**src/rtl/twos_to_signmag48_seq_pkg.sv**
```systemverilog
// Shared definitions for the sequential two's-complement to sign/magnitude converter.
// Word-slice geometry and FSM state encoding.
package sm_defs;
    localparam int WORD_W = 16;
    localparam int NWORDS = 3;
    localparam int DATA_W = WORD_W * NWORDS;
    localparam int IDX_W  = $clog2(NWORDS);

    typedef enum logic [1:0] {
        IDLE = 2'd0,
        CONV = 2'd1,
        DONE = 2'd2
    } state_t;
endpackage

```
**src/rtl/twos_to_signmag48_seq_if.sv**
```systemverilog
// Valid/ready bundle for the converter: operand in, sign/magnitude out.
// master drives operands and consumes results, slave is the converter.
interface twos_to_signmag48_seq_if;
    import sm_defs::*;

    logic              in_valid;
    logic              in_ready;
    logic [DATA_W-1:0] in_data;
    logic              out_valid;
    logic              out_ready;
    logic              out_sign;
    logic [DATA_W-1:0] out_mag;

    modport master (
        output in_valid, in_data, out_ready,
        input  in_ready, out_valid, out_sign, out_mag
    );

    modport slave (
        input  in_valid, in_data, out_ready,
        output in_ready, out_valid, out_sign, out_mag
    );
endinterface

```
**src/rtl/twos_to_signmag48_seq_slice.sv**
```systemverilog
// One word of the shared add-with-carry slice: {cout, sum} = a + cin.
// Kept combinational so it maps onto a single DSP adder half.
module signmag_word_slice #(
    parameter int W = 16
) (
    input  logic [W-1:0] a,
    input  logic         cin,
    output logic [W-1:0] sum,
    output logic         cout
);
    assign {cout, sum} = {1'b0, a} + (W+1)'(cin);
endmodule

```
**src/rtl/twos_to_signmag48_seq.sv**
```systemverilog
// 48-bit two's-complement to sign + magnitude, one 16-bit word per cycle, LSW first.
// Carry between words is held in a register; result registers update only on entry to DONE.
module twos_to_signmag48_seq
    import sm_defs::*;
(
    input logic                    clk,
    input logic                    rst_n,
    twos_to_signmag48_seq_if.slave bus
);
    localparam int ACC_W = (NWORDS - 1) * WORD_W;

    state_t            state_q;
    state_t            state_d;
    logic [DATA_W-1:0] op_q;
    logic [ACC_W-1:0]  acc_q;
    logic [IDX_W-1:0]  idx_q;
    logic              carry_q;
    logic              sign_q;
    logic              out_sign_q;
    logic [DATA_W-1:0] out_mag_q;

    logic [WORD_W-1:0] sum;
    logic              cout;
    logic              accept;
    logic              last;
    logic              in_neg;

    assign in_neg = bus.in_data[DATA_W-1];
    assign last   = (idx_q == IDX_W'(NWORDS - 1));
    assign accept = bus.in_valid && bus.in_ready;

    assign bus.in_ready  = (state_q == IDLE) ||
                           ((state_q == DONE) && bus.out_ready);
    assign bus.out_valid = (state_q == DONE);
    assign bus.out_sign  = out_sign_q;
    assign bus.out_mag   = out_mag_q;

    signmag_word_slice #(.W(WORD_W)) u_slice (
        .a    (op_q[WORD_W-1:0]),
        .cin  (carry_q),
        .sum  (sum),
        .cout (cout)
    );

    always_ff @(posedge clk or negedge rst_n) begin
        if (!rst_n) state_q <= IDLE;
        else        state_q <= state_d;
    end

    always_comb begin
        state_d = state_q;
        unique case (state_q)
            IDLE: if (accept) state_d = CONV;
            CONV: if (last) state_d = DONE;
            DONE: begin
                if (bus.out_ready)
                    state_d = bus.in_valid ? CONV : IDLE;
            end
            default: state_d = IDLE;
        endcase
    end

    // op shifts down so the slice always sees the current word in the low bits;
    // finished words shift into acc from the top so word 0 lands at bit 0.
    always_ff @(posedge clk or negedge rst_n) begin
        if (!rst_n) begin
            op_q       <= '0;
            acc_q      <= '0;
            idx_q      <= '0;
            carry_q    <= 1'b0;
            sign_q     <= 1'b0;
            out_sign_q <= 1'b0;
            out_mag_q  <= '0;
        end else if (accept) begin
            sign_q  <= in_neg;
            op_q    <= in_neg ? ~bus.in_data : bus.in_data;
            carry_q <= in_neg;
            idx_q   <= '0;
        end else if (state_q == CONV) begin
            op_q    <= op_q >> WORD_W;
            acc_q   <= {sum, acc_q[ACC_W-1:WORD_W]};
            carry_q <= cout;
            idx_q   <= idx_q + IDX_W'(1);
            if (last) begin
                out_mag_q  <= {sum, acc_q};
                out_sign_q <= sign_q;
            end
        end
    end
endmodule

```
**src/flat_wrapper.sv**
```systemverilog
// flat-port wrapper written by rule: the top's interface ports become plain ports
module twos_to_signmag48_seq_flat import sm_defs::*;
  (clk, rst_n, bus_in_valid, bus_in_data, bus_out_ready, bus_in_ready, bus_out_valid, bus_out_sign, bus_out_mag);
  twos_to_signmag48_seq_if bus_i ();
  input logic clk;
  input logic rst_n;
  input wire logic [$bits(bus_i.in_valid)-1:0] bus_in_valid;
  input wire logic [$bits(bus_i.in_data)-1:0] bus_in_data;
  input wire logic [$bits(bus_i.out_ready)-1:0] bus_out_ready;
  output wire logic [$bits(bus_i.in_ready)-1:0] bus_in_ready;
  output wire logic [$bits(bus_i.out_valid)-1:0] bus_out_valid;
  output wire logic [$bits(bus_i.out_sign)-1:0] bus_out_sign;
  output wire logic [$bits(bus_i.out_mag)-1:0] bus_out_mag;
  assign bus_i.in_valid = bus_in_valid;
  assign bus_i.in_data = bus_in_data;
  assign bus_i.out_ready = bus_out_ready;
  assign bus_in_ready = bus_i.in_ready;
  assign bus_out_valid = bus_i.out_valid;
  assign bus_out_sign = bus_i.out_sign;
  assign bus_out_mag = bus_i.out_mag;
  twos_to_signmag48_seq u_core (.clk(clk), .rst_n(rst_n), .bus(bus_i));
endmodule
```
**config.mk**
```make
export PLATFORM = sky130hd
export DESIGN_NAME = twos_to_signmag48_seq_flat
export DESIGN_NICKNAME = d
export VERILOG_FILES = /design/src/rtl/twos_to_signmag48_seq_pkg.sv /design/src/rtl/twos_to_signmag48_seq_if.sv /design/src/rtl/twos_to_signmag48_seq_slice.sv /design/src/rtl/twos_to_signmag48_seq.sv /design/src/flat_wrapper.sv
export SDC_FILE = /design/constraint.sdc
export NUM_CORES = 1
export LEC_CHECK = 0
export ABC_AREA = 1
export CAP_MARGIN = 5
export CORE_ASPECT_RATIO = 0.7
export CORE_MARGIN = 1
export CORE_UTILIZATION = 53
export CTS_CLUSTER_SIZE = 8
export DETAILED_ROUTE_END_ITERATION = 8
export GPL_ROUTABILITY_DRIVEN = 0
export PLACE_DENSITY = 0.77
export SLEW_MARGIN = 30
export SYNTH_ARGS = -nofsm -noshare
export SYNTH_HDL_FRONTEND = slang
export SYNTH_SLANG_ARGS = --single-unit
```
**constraint.sdc**
```tcl
create_clock -name clk -period 1.6 [get_ports clk]
set_input_delay 0.32 -clock clk [delete_from_list [all_inputs] [get_ports clk]]
set_output_delay 0.32 -clock clk [all_outputs]
set_load 0.005 [all_outputs]
```
* Word-level counts from Yosys, hierarchy flattened *
Cells that the tools add are included.

word-level totals
  output and inout bits = 51
  register bits = 135
  logic and storage cells = 38

operators by class
  bitwise operators = 2
  equality and inequality tests = 6
  mux-type cells = 12
  add/sub/neg operators = 2
  reductions and logical operators = 8

operators by type and width
  cell                   count
  $mux W48               3
  $not A48 Y48           1
  $add A16 B1 Y17        1
  $mux W2                5
  $pmux W2 S3            1
  $reduce_and A3 Y1      2
  $eq A2 B2 Y1 const B   2
  $ne A2 B1 Y1 const B   2
  $mux W1                3
  $add A2 B1 Y2 const B  1
  $eq A2 B1 Y1 const B   1
  $logic_and A1 B1 Y1    2
  $logic_not A2 Y1       1
  $ne A2 B2 Y1 const B   1
  $reduce_and A2 Y1      1
  $reduce_bool A2 Y1     1
  $logic_or A1 B1 Y1     1
  $not A1 Y1             1

* Depth between registers and ports, before layout *
Gate-level depths: netlist of the first run.

  depth in word-level cells = 6
  depth in mapped cells = 9
  depth with buffers taken out = 9

* Modules after synthesis *
Synthesis of the first run repeated with hierarchy kept, for this count alone.

unflattened totals
  cell total of the unflattened synthesis = 835
  area total of the unflattened synthesis = 6,478.7 um^2

by module, submodules not included
  module                 instances  area each (um^2)  cells an instance
  twos_to_signmag48_seq  1          6,093.3           760
  signmag_word_slice     1          385.4             75

* Least setup slack after synthesis of the first run *
OpenSTA, ideal clock, no wires.

  kind = register to register
  from = register u_core.carry_q
  to = register u_core.acc_q[24]
  cell stages (with the launch flop) = 9
  path buffers = 0
  arrival time = 1.358 ns
  setup slack = 0.177 ns
  period minus slack after synthesis = 1.423 ns
  library setup time = 0.066 ns
  cells stage by stage = dfrtp_1 -> ha_1 -> ha_1 -> nand3_1 -> inv_1 -> nand2_1 -> xor2_1 -> nand2_1 -> nand2_1

between the ends
  word-level cells in the longest chain between the ends = 1

RTL lines
  what                    RTL line                           text
  from (decl)             twos_to_signmag48_seq.sv:17        logic carry_q;
  from (signal assigned)  twos_to_signmag48_seq.sv:77        carry_q <= in_neg;
  from (signal assigned)  twos_to_signmag48_seq.sv:82        carry_q <= cout;
  $add A16 B1 Y17         twos_to_signmag48_seq_slice.sv:11  assign {cout, sum} = {1'b0, a} + (W+1)'(cin);
  to (signal assigned)    twos_to_signmag48_seq.sv:81        acc_q <= {sum, acc_q[ACC_W-1:WORD_W]};
  to (decl)               twos_to_signmag48_seq.sv:15        logic [ACC_W-1:0] acc_q;

No other way between the ends.
A chain may end at the register's enable or synchronous reset.

* Final worst setup path of the first run *
  from = register u_core.carry_q
  to = register u_core.out_mag_q[44] (netlist: u_core.bus.out_mag[44])

between the ends
  word-level cells in the longest chain between the ends = 1

RTL lines
  what                  RTL line                           text
  $add A16 B1 Y17       twos_to_signmag48_seq_slice.sv:11
  to (signal assigned)  twos_to_signmag48_seq.sv:85        out_mag_q <= {sum, acc_q};
  to (decl)             twos_to_signmag48_seq.sv:20        logic [DATA_W-1:0] out_mag_q;

No other way between the ends.

==> results of run 1 <==
report_power, final:
part           leakage, nW  internal, mW  total [mW]  switching (mW)
sequential            1.72          4.89        5.85           0.958
combinational         2.32          2.55        5.81            3.26
clock                0.291          2.50        3.97            1.47
through the flow:
step | util [%] | total power [mW]
after detailed placement | 66.2 | 11.5
after global placement | 66.2 | 11.2
final | 74.1 | 15.6
after CTS | 72.5 | 15.5
after global routing | 74.1 | 16.7
after floorplan | - | 8.88
per-layer routing:
layer	track usage (%)	up-vias	share of wire [%]
met3	6.93	21	5.3
met5	0	-	0
met1	34.1	2469	44
met2	43.6	166	50
met4	6.57	0	1.1
li1	-	2448	-
cells in the mapped netlist (all sizes together):
cell / n / area share, %
nand2: 279 / 18
dfrtp: 134 / 56
o21ai: 69 / 5.8
inv: 44 / 2.8
nand3: 40 / 3.4
xor2: 30 / 4.4
nor2: 27 / 1.7
buf: 26 / 2.5
xnor2: 17 / 2.5
o211ai: 10 / 1.3
clkbuf: 9 / 0.57
ha: 3 / 0.63
nand4: 3 / 0.31
o21bai: 2 / 0.25
a21oi: 1 / 0.15
nor3: 1 / 0.084
path summary, 6_finish.rpt:
check,to,cells after the start
min in group clk,u_core.bus.out_mag[3],2
worst min register to register,u_core.bus.out_mag[3],2
worst min-delay path,u_core.op_q[32],2
worst max-delay path,u_core.bus.out_mag[44],9
max in group asynchronous,u_core.acc_q[30],3
worst max register to register,u_core.bus.out_mag[44],9
area by class of cell:
type	instances	area (sq um)	share of cell area, %
clock buffers	22	494	6.06
clock inverters	10	118	1.44
inverters	44	165	2.03
multi-input cells	482	2360	29.0
flip-flops and latches	134	3350	41.1
well taps	153	191	2.35
repair buffers	144	1470	18.0
critical path, delay by kind of cell (launching register included):
kind	cells	cell delay (ns)
AND/OR/NAND/NOR	6	0.63
flip-flops	1	0.40
adder cells (fa/ha/maj)	2	0.32
buffers and inverters	1	0.09
registers in the layout (all words and copies together), names as in the netlist:
register	flops
u_core.state_q	2
u_core.acc_q	32
u_core.bus.out_mag	48
u_core.carry_q	1
u_core.bus.out_sign	1
u_core.sign_q	1
u_core.idx_q	2
u_core.op_q	47
cell families (layout without fill, tap and decap cells):
kind of cell,after synthesis,after routing,share of synthesized area (%)
buffers and inverters,79,220,5.80
and+or+nand+nor,350,350,23.1
xor gates and xnor gates,47,47,6.89
AOI/OAI and AO/OA,82,82,7.44
DFF,134,134,56.1
adders and majority gates,3,3,0.628
placed cells by master, fill, tap and decap left out, types with 3 or more instances in the layout:
| master | instances |
|---|---|
| sky130_fd_sc_hd__buf_4 | 33 |
| sky130_fd_sc_hd__inv_1 | 38 |
| sky130_fd_sc_hd__xnor2_1 | 17 |
| sky130_fd_sc_hd__nand3_1 | 38 |
| sky130_fd_sc_hd__inv_2 | 6 |
| sky130_fd_sc_hd__nor2_1 | 21 |
| sky130_fd_sc_hd__dlymetal6s2s_1 | 28 |
| sky130_fd_sc_hd__nand4_1 | 3 |
| sky130_fd_sc_hd__buf_12 | 7 |
| sky130_fd_sc_hd__xor2_1 | 29 |
| sky130_fd_sc_hd__nor2_2 | 3 |
| sky130_fd_sc_hd__clkdlybuf4s50_1 | 49 |
| sky130_fd_sc_hd__nand2_2 | 4 |
| sky130_fd_sc_hd__dfrtp_1 | 134 |
| sky130_fd_sc_hd__nand2_1 | 274 |
| sky130_fd_sc_hd__o21ai_1 | 23 |
| sky130_fd_sc_hd__clkbuf_16 | 17 |
| sky130_fd_sc_hd__o211ai_1 | 10 |
| sky130_fd_sc_hd__clkbuf_8 | 5 |
| sky130_fd_sc_hd__nor2_4 | 3 |
| sky130_fd_sc_hd__clkinvlp_4 | 4 |
| sky130_fd_sc_hd__o21ai_0 | 46 |
| sky130_fd_sc_hd__dlygate4sd2_1 | 22 |
what timing repair did:
| item | in CTS | in global routing |
|---|---|---|
| buffers inserted | 8 | 6 |
| pin swaps | 1 | 3 |
| hold buffers | 1 | 0 |
| resized for setup | 34 | 42 |
| hold endpoints to repair | 21 | 0 |
| endpoints found under the setup margin | 38 | 54 |
==> results, run 1 <==
- The floorplan die area is 11700 sq um.
- The number of design rule violations left after detail routing is 0.
- The flow ran to the end, and the final reports show no timing, DRC or antenna violations.
- The number of distinct library cells after synthesis is 21.
- The clock sink count is 134.
- The routed layout has 5104 vias.
- The setup slack on the worst flop-to-flop path is 0.06 ns.
- The total global-route track usage is 26.2%.
- In this run the worst setup path begins at u_core.carry_q.
- The critical path required time is 1.90 ns.
- The post-detailed-placement cell area is 7290 sq um.
- The clock passes through at most 2 buffers.
- For this design the static power due to leakage is 4.33 nW.
- The maximum net fanout on the critical path is 4.
- The worst-case hold slack is 0.340 ns.
- The standard cell with the maximum stage delay on the critical path is sky130_fd_sc_hd__dfrtp_1.
- The worst-skew pair later-pin latency is 0.41 ns.
- The final max-slew violation count came to 0.
- The repair_antennas step left the layout with diodes totalling 0.
- At the pin with the least slew margin, the transition time is around 0.49 ns.
- On the worst path, the slowest cell contributes a delay of 0.40 ns.
- The kind of critical path is reg -> reg.
- The share of final-layout standard cells stronger than drive strength 1 is 11.7%.
- Yosys printed 0 warnings.
- The effective utilization at floorplan is between 50% and 60%.
- The number of hold violations in the final report is 0.
- On the final layout, the worst clock skew is approximately 0.0064 ns.
- The data arrival time at the worst-slack endpoint is 1.84 ns.
- The post-synthesis register bit count is 134.
- The number of clock buffers inserted by TritonCTS is 17.
- Subtracting the final worst setup slack from the clock period gives 1.54 ns.
- After clock tree synthesis, the clock-pin slew on the worst setup and hold paths is 0.06 ns.
- The number of global-route vias before repair was 5010.
- The root buffer selected by CTS is sky130_fd_sc_hd__clkbuf_16.
- The number of placement rows is 32.
- The synthesis-to-layout area growth is 36.5%.
- The floorplan step set the die height to 90.8 um.
- The total negative setup slack is 0 ns.
- The routed via count divided by cell count is ~5.2.
- The tightest slew margin relative to the limit is 67.3%.
- The first global-routing pass estimated 23600 um of wire.
- The floorplan core area is 11000 sq um.
- The cell count after placement is 942.
- In this run the critical register-to-register path is launched from u_core.carry_q.
- The number of antenna violations at the first check in global routing came to 0.
- Detailed placement ended at an HPWL of ~9500 um.
- After detailed routing, the average wire length per cell comes to 14.7 um.
- The type of origin of the critical path is a flop.
- The worst path uses 96.5% of the clock period.
- After the last flow step, the layout net total stands at 878.
- For this run, the top clock speed supported by timing is 648 MHz.
- In this run the worst hold path is classified as in -> async.
- Entering global routing, the biggest net connects 56 pins.
- The final global-route overflow total is 0.
- TritonCTS built the clock tree.
- The worst setup path is captured at a flop.
- 103 I/O pins were placed.
- The max capacitance violation total is 0.
- Traced cell by cell, the critical path runs through ha_4, ha_4, nand3_4, inv_2, nand2_2, nor2_4, nand2_1, nand3_1, nand2_1.
- During placement, the flow inserted port buffers numbering 102.
- The worst-case setup slack after placement is -0.204 ns.
- The count of nets left with antenna violations after detail routing is 0.
- For this run, the detailed router's first-pass iteration total came to 5.
- When the netlist entered floorplanning its net count stood at 750.
- The sequential share of the synthesized area is 56.1%.
- The number of failing setup endpoints in the final timing report is 0.
- Fill cells in the final layout number approximately 770.
- Synthesis produced 695 cells.
- The final non-filler cell area is between 8000 and 9000 sq um.
- Setup slack closes at 0.0558 ns.
- The post-detailed-routing wire length is 14500 um.
- The first routing iteration left 475 violations.
- Across the VDD grid, the largest voltage drop is 1.00 mV.
- In this run the power density over the cells is 1920 nW/um^2.
- The die width is roughly 130 um.
- The synthesized area per cell is 8.59 sq um.
- The total standard cell area after synthesis is about 6000 sq um.
- For this run, the number of standard cells in the final layout without fillers is 989.
- The number of levels in the clock H-tree is 4.
Note: power is estimated with default switching activity, not from simulation.
==> run 2: changes to the inputs <==
--- a/config.mk
+++ b/config.mk
@@ -7,7 +7,6 @@
 export LEC_CHECK = 0
 export ABC_AREA = 1
 export CAP_MARGIN = 5
-export CORE_ASPECT_RATIO = 0.7
 export CORE_MARGIN = 1
 export CORE_UTILIZATION = 53
 export CTS_CLUSTER_SIZE = 8
@@ -18,3 +17,4 @@
 export SYNTH_ARGS = -nofsm -noshare
 export SYNTH_HDL_FRONTEND = slang
 export SYNTH_SLANG_ARGS = --single-unit
+export TNS_END_PERCENT = 100
==> run 2 against run 1 <==
The run now ends with setup timing left. Clock skew is 0.0015 ns higher. Global-route usage is 0.85 points lower. Cell area is 1.6% lower. Fmax is 4.0% lower. Count of clock-buffer cells in the layout is 2 lower. Power is 0.29% lower. Combinational power is 5.9% lower. Critical path depth is 6 lower. Via count is 1.7% lower. Worst setup slack worse by 0.064 ns. Critical path type is now reg -> out.
==> results, run 2 (synthesized netlist as in run 1, its figures left out) <==
- The tightest slew margin relative to the limit is 68.5% (+1.2 points).
- The data arrival time at the worst-slack endpoint is 1.29 ns (-0.55 ns).
- The number of fillers in the final layout came to 815 (+5.6%).
- The run finished, with violations left.
- The critical path endpoint category is an output port.
- The initial detailed-routing violation count is 392 (-17%).
- The average wire per standard cell is 13.8 um (-5.9%).
- The setup slack on the worst flop-to-flop path is 0.03 ns (-0.03 ns).
- The first-pass detailed-route iteration total is 5 (unchanged).
- The part of the power in registers is 37.3% (about the same).
- The fraction of power consumed by the clock network was 27.6% (+2.2 points).
- The pin count of the biggest net entering global routing is 65 (+16%).
- The routed via count divided by cell count is 5.16 (about the same).
- The share of final-layout standard cells stronger than drive strength 1 is 11.3% (-0.44 points).
- The minimum clock period came to 1.61 ns (+0.0643 ns).
- The final max-slew violation count is 0 (unchanged).
- The worst setup skew after layout is 0.00786 ns (+0.00147 ns).
- The die boundary height was 108 um (+19%).
- The clock sink count came to 134 (unchanged).
- The checks that failed: setup timing.
- The post-detailed-routing wire length is 13500 um (-7.4%).
- The flip-flop count of the largest register, all copies and words added is 48 (unchanged).
- The leakage power was 4.03 nW (-6.8%).
- The root buffer cell chosen for the clock tree is sky130_fd_sc_hd__clkbuf_8.
- The number of failing setup endpoints in the final timing report is 1 (+1).
- The total global-route track usage is 25.3% (-0.85 points).
- The floorplan die area is 11700 sq um (about the same).
- The floorplan core area is 10900 sq um (-1.1%).
- The max capacitance violation total is 0 (unchanged).
- The transition time of the tightest slew-check pin is 0.472 ns (-0.0177 ns).
- The number of buffer cells added on primary ports is 102 (unchanged).
- The effective utilization at floorplan came to 54.9% (+0.61 points).
- The total net switching power is 5.48 mW (-3.6%).
- The number of placement rows is 38 (+19%).
- The number of design rule violations left after detail routing is 0 (unchanged).
- The worst-case setup margin in the final layout is -0.00853 ns (-0.0643 ns).
- The ratio of total power to cell area is 1940 nW/um^2 (+1.4%).
- The total via count in the routed design is 5017 (-1.7%).
- The number of clock buffers inserted by TritonCTS is 17 (unchanged).
- The HPWL after detailed placement is 8700 um (-8.8%).
- The clock transition time at the flip-flop clock pins of the worst setup and hold paths is 0.06 ns (about the same).
- The number of global-route vias before repair is 4921 (-1.8%).
- The number of top-level pins was 103 (unchanged).
- The combinational share of power is 35.1% (-2.0 points).
- The die width is 108 um (-16%).
- The number of non-filler instances in the completed layout is 973 (-1.6%).
- The number of levels in the clock H-tree came to 4 (unchanged).
- Setup repair after global routing could not meet its margin everywhere.
- The top cell types in the final layout, fill and taps aside, are sky130_fd_sc_hd__nand2_1 (273), sky130_fd_sc_hd__dfrtp_1 (134), sky130_fd_sc_hd__clkdlybuf4s50_1 (49), sky130_fd_sc_hd__dlygate4sd2_1 (49), sky130_fd_sc_hd__o21ai_0 (48).
- The highest ir drop seen on vdd was 1.03 mV (+3.1%).
- The final global-route overflow total was 0 (unchanged).
- The first-pass GRT wire length is 22800 um (-3.3%).
- The type of origin of the critical path is a flop.
- The ratio of final minimum period to clock period is 101% (+4.0 points).
- The worst-skew pair later-pin latency is 0.53 ns (+0.12 ns).
- The number of hold violations in the final report was 0 (unchanged).
- The number of nets in the layout came to 875 (-0.34%).
- The maximum net fanout on the critical path came to 2 (-2).
- The count of nets left with antenna violations after detail routing is 0 (unchanged).
- Compared with the post-synthesis result, the final layout area differs by 34.3%.
- The internal power is 10.1 mW (+1.6%).
- The count of inserted antenna diode cells is 0 (unchanged).
- The CTS tree is done.
- The worst-case hold slack is 0.246 ns (-0.0940 ns).
- The proportion of total power due to net switching came to 35.2% (-1.2 points).
- The setup path with the least slack is of type reg -> out.
- The final non-filler cell area is 8020 sq um (-1.6%).
- The post-detailed-placement cell area is 7210 sq um (-1.1%).
- The top achievable clock speed is 622 MHz (-4.0%).
- The number of antenna violations at the first check in global routing is 0 (unchanged).
- The type of the tightest min-delay check is in -> async.
- The cell count after placement was 920 (-2.3%).
- The critical path required time was 1.28 ns (-0.62 ns).
- The worst-case setup slack after placement is -0.221 ns (-0.0169 ns).
- The maximum count of clock buffers along a single path came to 2 (unchanged).
- The library cell used most frequently in the layout, excluding fill and tap cells, is sky130_fd_sc_hd__nand2_1.
-- run 2: cell count changes in the layout (fill, tap and decap cells not counted), sizes merged --
cell           previous run  this run
clkbuf                   22        20
clkinvlp                  4         1
dlymetal6s2s             28         0
buf                      43        42
bufinv                    2         6
clkdlybuf4s15             1         0
dlygate4sd2              22        49
clkinv                    2         3
-- run 2: per-stage QoR --
stage	TNS, ns	power, mW	utilization (%)
4_1_cts	-0.0160	15.5	73.0
2_1_floorplan	0	8.88	-
3_3_place_gp	-4.09	11.0	66.2
3_5_place_dp	-7.99	11.2	66.2
6_report	-0.00853	15.6	73.7
5_1_grt	-0.117	16.7	73.7
-- run 2: routing by layer --
layer / track usage [%] / part of all wire, %
met5: 0 / 0
met4: 8.22 / 1.2
met3: 6.03 / 5.2
met2: 41.4 / 49
met1: 33.4 / 44
-- run 2: critical path: stages (launching register included) --
cell and delay [ns]:
sky130_fd_sc_hd__dfrtp_1 0.40, sky130_fd_sc_hd__buf_6 0.13, sky130_fd_sc_hd__a21oi_4 0.11, sky130_fd_sc_hd__buf_2 0.12
-- run 2: area by class of cell --
cell class	instances	area (sq um)	share of cell area (%)
Sequential cell	134	3350	41.8
Multi-Input combinational cell	482	2340	29.2
Timing Repair Buffer	141	1330	16.6
Clock buffer	20	425	5.30
Clock inverter	12	224	2.79
Tap cell	140	175	2.18
Inverter	44	168	2.09
-- run 2: worst paths after layout --
path,endpoint,start,cells past startpoint
setup / recovery,bus_in_ready,u_core.state_q[1],3
hold / removal,u_core.bus.out_mag[1],rst_n,2
setup reg to reg,u_core.bus.out_mag[44],u_core.carry_q,9
hold reg to reg,u_core.bus.out_mag[10],u_core.acc_q[10],2
max in group asynchronous,u_core.bus.out_mag[30],rst_n,3
min in group clk,u_core.op_q[41],bus_in_data[47],4
-- run 2: power groups by stage --
stage / Clock [mW] / Sequential [mW] / Combinational, mW
after global routing: 4.51 / 5.97 / 6.20
after CTS: 4.34 / 5.77 / 5.43
after global placement: 0 / 5.76 / 5.20
after detailed placement: 0 / 5.84 / 5.40
final: 4.31 / 5.81 / 5.47
after floorplan: 0 / 5.66 / 3.22
-- run 2: repair_timing --
item,CTS,global route
setup endpoints to repair,58,18
setup buffers,17,3
hold buffers,1,0
endpoints found under the hold margin,67,0
resized for setup,64,15
pin swaps,2,0
==> run 3: changes to the inputs <==
--- a/config.mk
+++ b/config.mk
@@ -12,7 +12,7 @@
 export CTS_CLUSTER_SIZE = 8
 export DETAILED_ROUTE_END_ITERATION = 8
 export GPL_ROUTABILITY_DRIVEN = 0
-export PLACE_DENSITY = 0.77
+export PLACE_DENSITY = 0.79
 export SLEW_MARGIN = 30
 export SYNTH_ARGS = -nofsm -noshare
 export SYNTH_HDL_FRONTEND = slang
==> run 3 against run 2 <==
The flow still finishes with violations (setup timing). Cell count increased by 0.41%. Utilization increased by 0.57 points. Count of clock-buffer cells in the layout decreased by 1. Largest cell class unchanged. Sequential share of layout area decreased by 0.32 points. Register-to-register slack got worse by 0.02 ns. Critical path depth unchanged. Worst setup slack got worse by 0.031 ns. Largest power group unchanged. Via count increased by 1.1%.
==> results, run 3 (synthesized netlist as in run 1, its figures left out) <==
- The critical path required time is 1.28 ns (about the same).
- The floorplan core area came to 10900 sq um (unchanged).
- The final non-filler cell area is 8080 sq um (+0.78%).
- The number of global-route vias before repair is 4924 (+0.061%).
- The number of antenna violations at the first check in global routing is 0 (unchanged).
- The final global-route overflow total was 0 (unchanged).
- The type of the tightest min-delay check is in -> async.
- The transition time of the tightest slew-check pin is 0.445 ns (-0.0274 ns).
- The total via count in the routed design is 5071 (+1.1%).
- The worst-case setup margin in the final layout is -0.0392 ns (-0.0307 ns).
- The number of hold violations in the final report is 0 (unchanged).
- The combinational share of power is 36.2% (+1.1 points).
- The total global-route track usage was 25.8% (+0.51 points).
- The critical path endpoint category is an output port.
- The start point of the critical path is u_core.state_q[0].
- The first-pass detailed-route iteration total is 6 (+1).
- The minimum clock period is 1.64 ns (+0.0307 ns).
- The highest ir drop seen on vdd came to 1.00 mV (-3.1%).
- The setup slack on the worst flop-to-flop path is 0.01 ns (-0.02 ns).
- The family with the most delay on the worst path is flip-flops.
- The die boundary height came to 108 um (unchanged).
- Setup repair after global routing could not meet its margin everywhere.
- The worst-case setup slack after placement is -0.197 ns (+0.0241 ns).
- The count of cells along the worst register-to-register path is 8 (-1).
- The root buffer cell chosen for the clock tree is sky130_fd_sc_hd__clkbuf_8.
- The fraction of power consumed by the clock network is 26.6% (-1.0 points).
- The clock transition time at the flip-flop clock pins of the worst setup and hold paths is 0.06 ns (about the same).
- The pin count of the biggest net entering global routing is 56 (-14%).
- The number of fillers in the final layout is 740 (-9.2%).
- The count of nets left with antenna violations after detail routing is 0 (unchanged).
- The max capacitance violation total is 0 (unchanged).
- Following the worst setup path forward leads to its endpoint at bus_in_ready.
- The register cell area after layout is 3350 sq um (unchanged).
- Relative to the synthesized area, the layout overhead comes to 35.3%.
- The post-detailed-placement cell area is 7220 sq um (+0.10%).
- The number of clock buffers inserted by TritonCTS is 17 (unchanged).
- The average wire per standard cell is 14.4 um (+4.1%).
- The standard cell with the maximum stage delay on the critical path is sky130_fd_sc_hd__dfrtp_1.
- The post-detailed-routing wire length was 14100 um (+4.5%).
- Traced cell by cell, the critical path runs through buf_6, a21oi_4, buf_2.
- The number of top-level pins is 103 (unchanged).
- The end of the worst register-to-register path is u_core.bus.out_mag[41].
- The count of inserted antenna diode cells is 0 (unchanged).
- The flip-flop count of the largest register, all copies and words added is 48 (unchanged).
- The data arrival time at the worst-slack endpoint is 1.32 ns (+0.03 ns).
- The CTS tree is done.
- The effective utilization at floorplan came to 54.9% (unchanged).
- The floorplan die area is 11700 sq um (unchanged).
- The share of final-layout standard cells stronger than drive strength 1 came to 12.1% (+0.78 points).
- The final max-slew violation count was 0 (unchanged).
- The worst setup path is of the reg -> out kind.
- The most frequent standard cell in the layout excluding fill and tap cells is sky130_fd_sc_hd__nand2_1.
- The routed via count divided by cell count was 5.19 (+0.66%).
- The number of levels in the clock H-tree is 4 (unchanged).
- The tightest slew margin relative to the limit came to 70.3% (+1.8 points).
- The internal power was 10.1 mW (+0.45%).
- The final reports fail on setup timing.
- STA classifies the critical path startpoint as a flop.
- The number of nets in the layout was 880 (+0.57%).
- The number of design rule violations left after detail routing came to 0 (unchanged).
- The ratio of final minimum period to clock period is 102% (+1.9 points).
- The first-pass GRT wire length is 23300 um (+2.0%).
- In this run the critical register-to-register path is launched from u_core.carry_q.
- The proportion of total power due to net switching is 35.6% (+0.38 points).
- The number of buffer cells added on primary ports is 102 (unchanged).
- The maximum count of clock buffers along a single path is 2 (unchanged).
- The total net switching power is 5.60 mW (+2.1%).
- The HPWL after detailed placement is 8640 um (-0.71%).
- The multi-input combinational cell area is 2360 sq um (+0.85%).
- The total stage count of the critical path is 3 (unchanged).
- The total negative setup slack is -0.0392 ns (-0.0307 ns).
- The clock sink count is 134 (unchanged).
- The number of failing setup endpoints in the final timing report is 1 (unchanged).
- The leakage power came to 4.04 nW (+0.16%).
- The worst-skew pair later-pin latency came to 0.53 ns (about the same).
- The part of the power in registers is 37.2% (about the same).
- The worst setup skew after layout is 0.00580 ns (-0.00205 ns).
- The maximum net fanout on the critical path was 2 (unchanged).
- The share of the core filled with cells in the final layout came to 74.2% (+0.57 points).
- The die width is 108 um (unchanged).
- The run finished, with violations left.
- The stage delay of the slowest cell on the critical path is 0.41 ns (about the same).
- The number of placement rows is 38 (unchanged).
- The top achievable clock speed came to 610 MHz (-1.9%).
- The ratio of total power to cell area was 1950 nW/um^2 (+0.26%).
- The initial detailed-routing violation count is 331 (-16%).
- In the layout the commonest cells are sky130_fd_sc_hd__nand2_1 (273), sky130_fd_sc_hd__dfrtp_1 (134), sky130_fd_sc_hd__clkdlybuf4s50_1 (49), sky130_fd_sc_hd__dlygate4sd2_1 (49), sky130_fd_sc_hd__o21ai_0 (46).
- The buffer and inverter count on the worst path came to 2 (unchanged).
[run 3: cell count changes in the layout (fill, tap and decap cells not counted), moves of 2 or more]
cell / previous run / this run
sky130_fd_sc_hd__buf_6: 2 / 5
sky130_fd_sc_hd__clkbuf_1: 3 / 0
sky130_fd_sc_hd__buf_4: 30 / 32
sky130_fd_sc_hd__clkbuf_8: 1 / 3
sky130_fd_sc_hd__clkinv_4: 1 / 3
sky130_fd_sc_hd__ha_2: 2 / 0
sky130_fd_sc_hd__ha_4: 0 / 2
sky130_fd_sc_hd__inv_6: 2 / 0
sky130_fd_sc_hd__nand3_2: 3 / 1
sky130_fd_sc_hd__o21ai_0: 48 / 46
sky130_fd_sc_hd__o21ai_1: 21 / 23
[run 3: per-layer routing]
layer | GRT usage, % | up-vias | wire length, um
met4 | 7.44 | 0 | 259
met5 | 0 | - | 0
met1 | 32.6 | 2425 | 5930
met2 | 44.7 | 184 | 7100
li1 | - | 2432 | -
met3 | 5.61 | 30 | 780
[run 3: worst min path at each step]
stage / from / end / slack, ns
final: rst_n / u_core.acc_q[17] / 0.28
after CTS: rst_n / u_core.acc_q[17] / 0.28
after floorplan: rst_n / u_core.acc_q[0] / 0.02
after global placement: rst_n / u_core.bus.out_mag[0] / 0.25
after detailed placement: rst_n / u_core.bus.out_mag[3] / 0.26
after global routing: rst_n / u_core.bus.out_mag[17] / 0.32
[run 3: layout make-up]
type,instances,area share [%]
clock buffers,19,5.46
well taps,140,2.17
repair buffers,146,17.1
multi-input cells,482,29.2
flip-flops and latches,134,41.5
inverters,44,2.07
clock inverters,12,2.49
[run 3: repair_timing]
item,CTS,global route
pin swaps,2,2
endpoints found under the hold margin,37,0
endpoints found under the setup margin,62,40
hold buffers,1,0
gates resized for setup,68,17
setup buffers,22,2
[run 3: per-stage QoR]
| stage | hold slack (ns) | power (mW) | cells |
|---|---|---|---|
| CTS | 0.283 | 15.6 | 975 |
| detailed placement | 0.257 | 11.2 | 921 |
| global route | 0.316 | 16.8 | 977 |
| global placement | 0.248 | 11.0 | 921 |
| floorplan | 0.0244 | 8.88 | 695 |
| finish | 0.281 | 15.7 | 977 |
[run 3: worst reg2reg max path: stages (launching register included)]
cell and delay, ns:
sky130_fd_sc_hd__dfrtp_1 0.41, sky130_fd_sc_hd__ha_4 0.18, sky130_fd_sc_hd__buf_4 0.12, sky130_fd_sc_hd__inv_1 0.04, sky130_fd_sc_hd__nor2_1 0.17, sky130_fd_sc_hd__nand2_2 0.14
sky130_fd_sc_hd__o21ai_0 0.26, sky130_fd_sc_hd__nand3_1 0.13, sky130_fd_sc_hd__nand2_1 0.08
[run 3: power by group through the flow]
stage          clock [mW]  combinational, mW  sequential, mW
3_3_place_gp            0               5.19            5.76
4_1_cts              4.23               5.58            5.79
2_1_floorplan           0               3.22            5.66
6_report             4.19               5.70            5.86
3_5_place_dp            0               5.40            5.83
5_1_grt              4.40               6.41            6.01
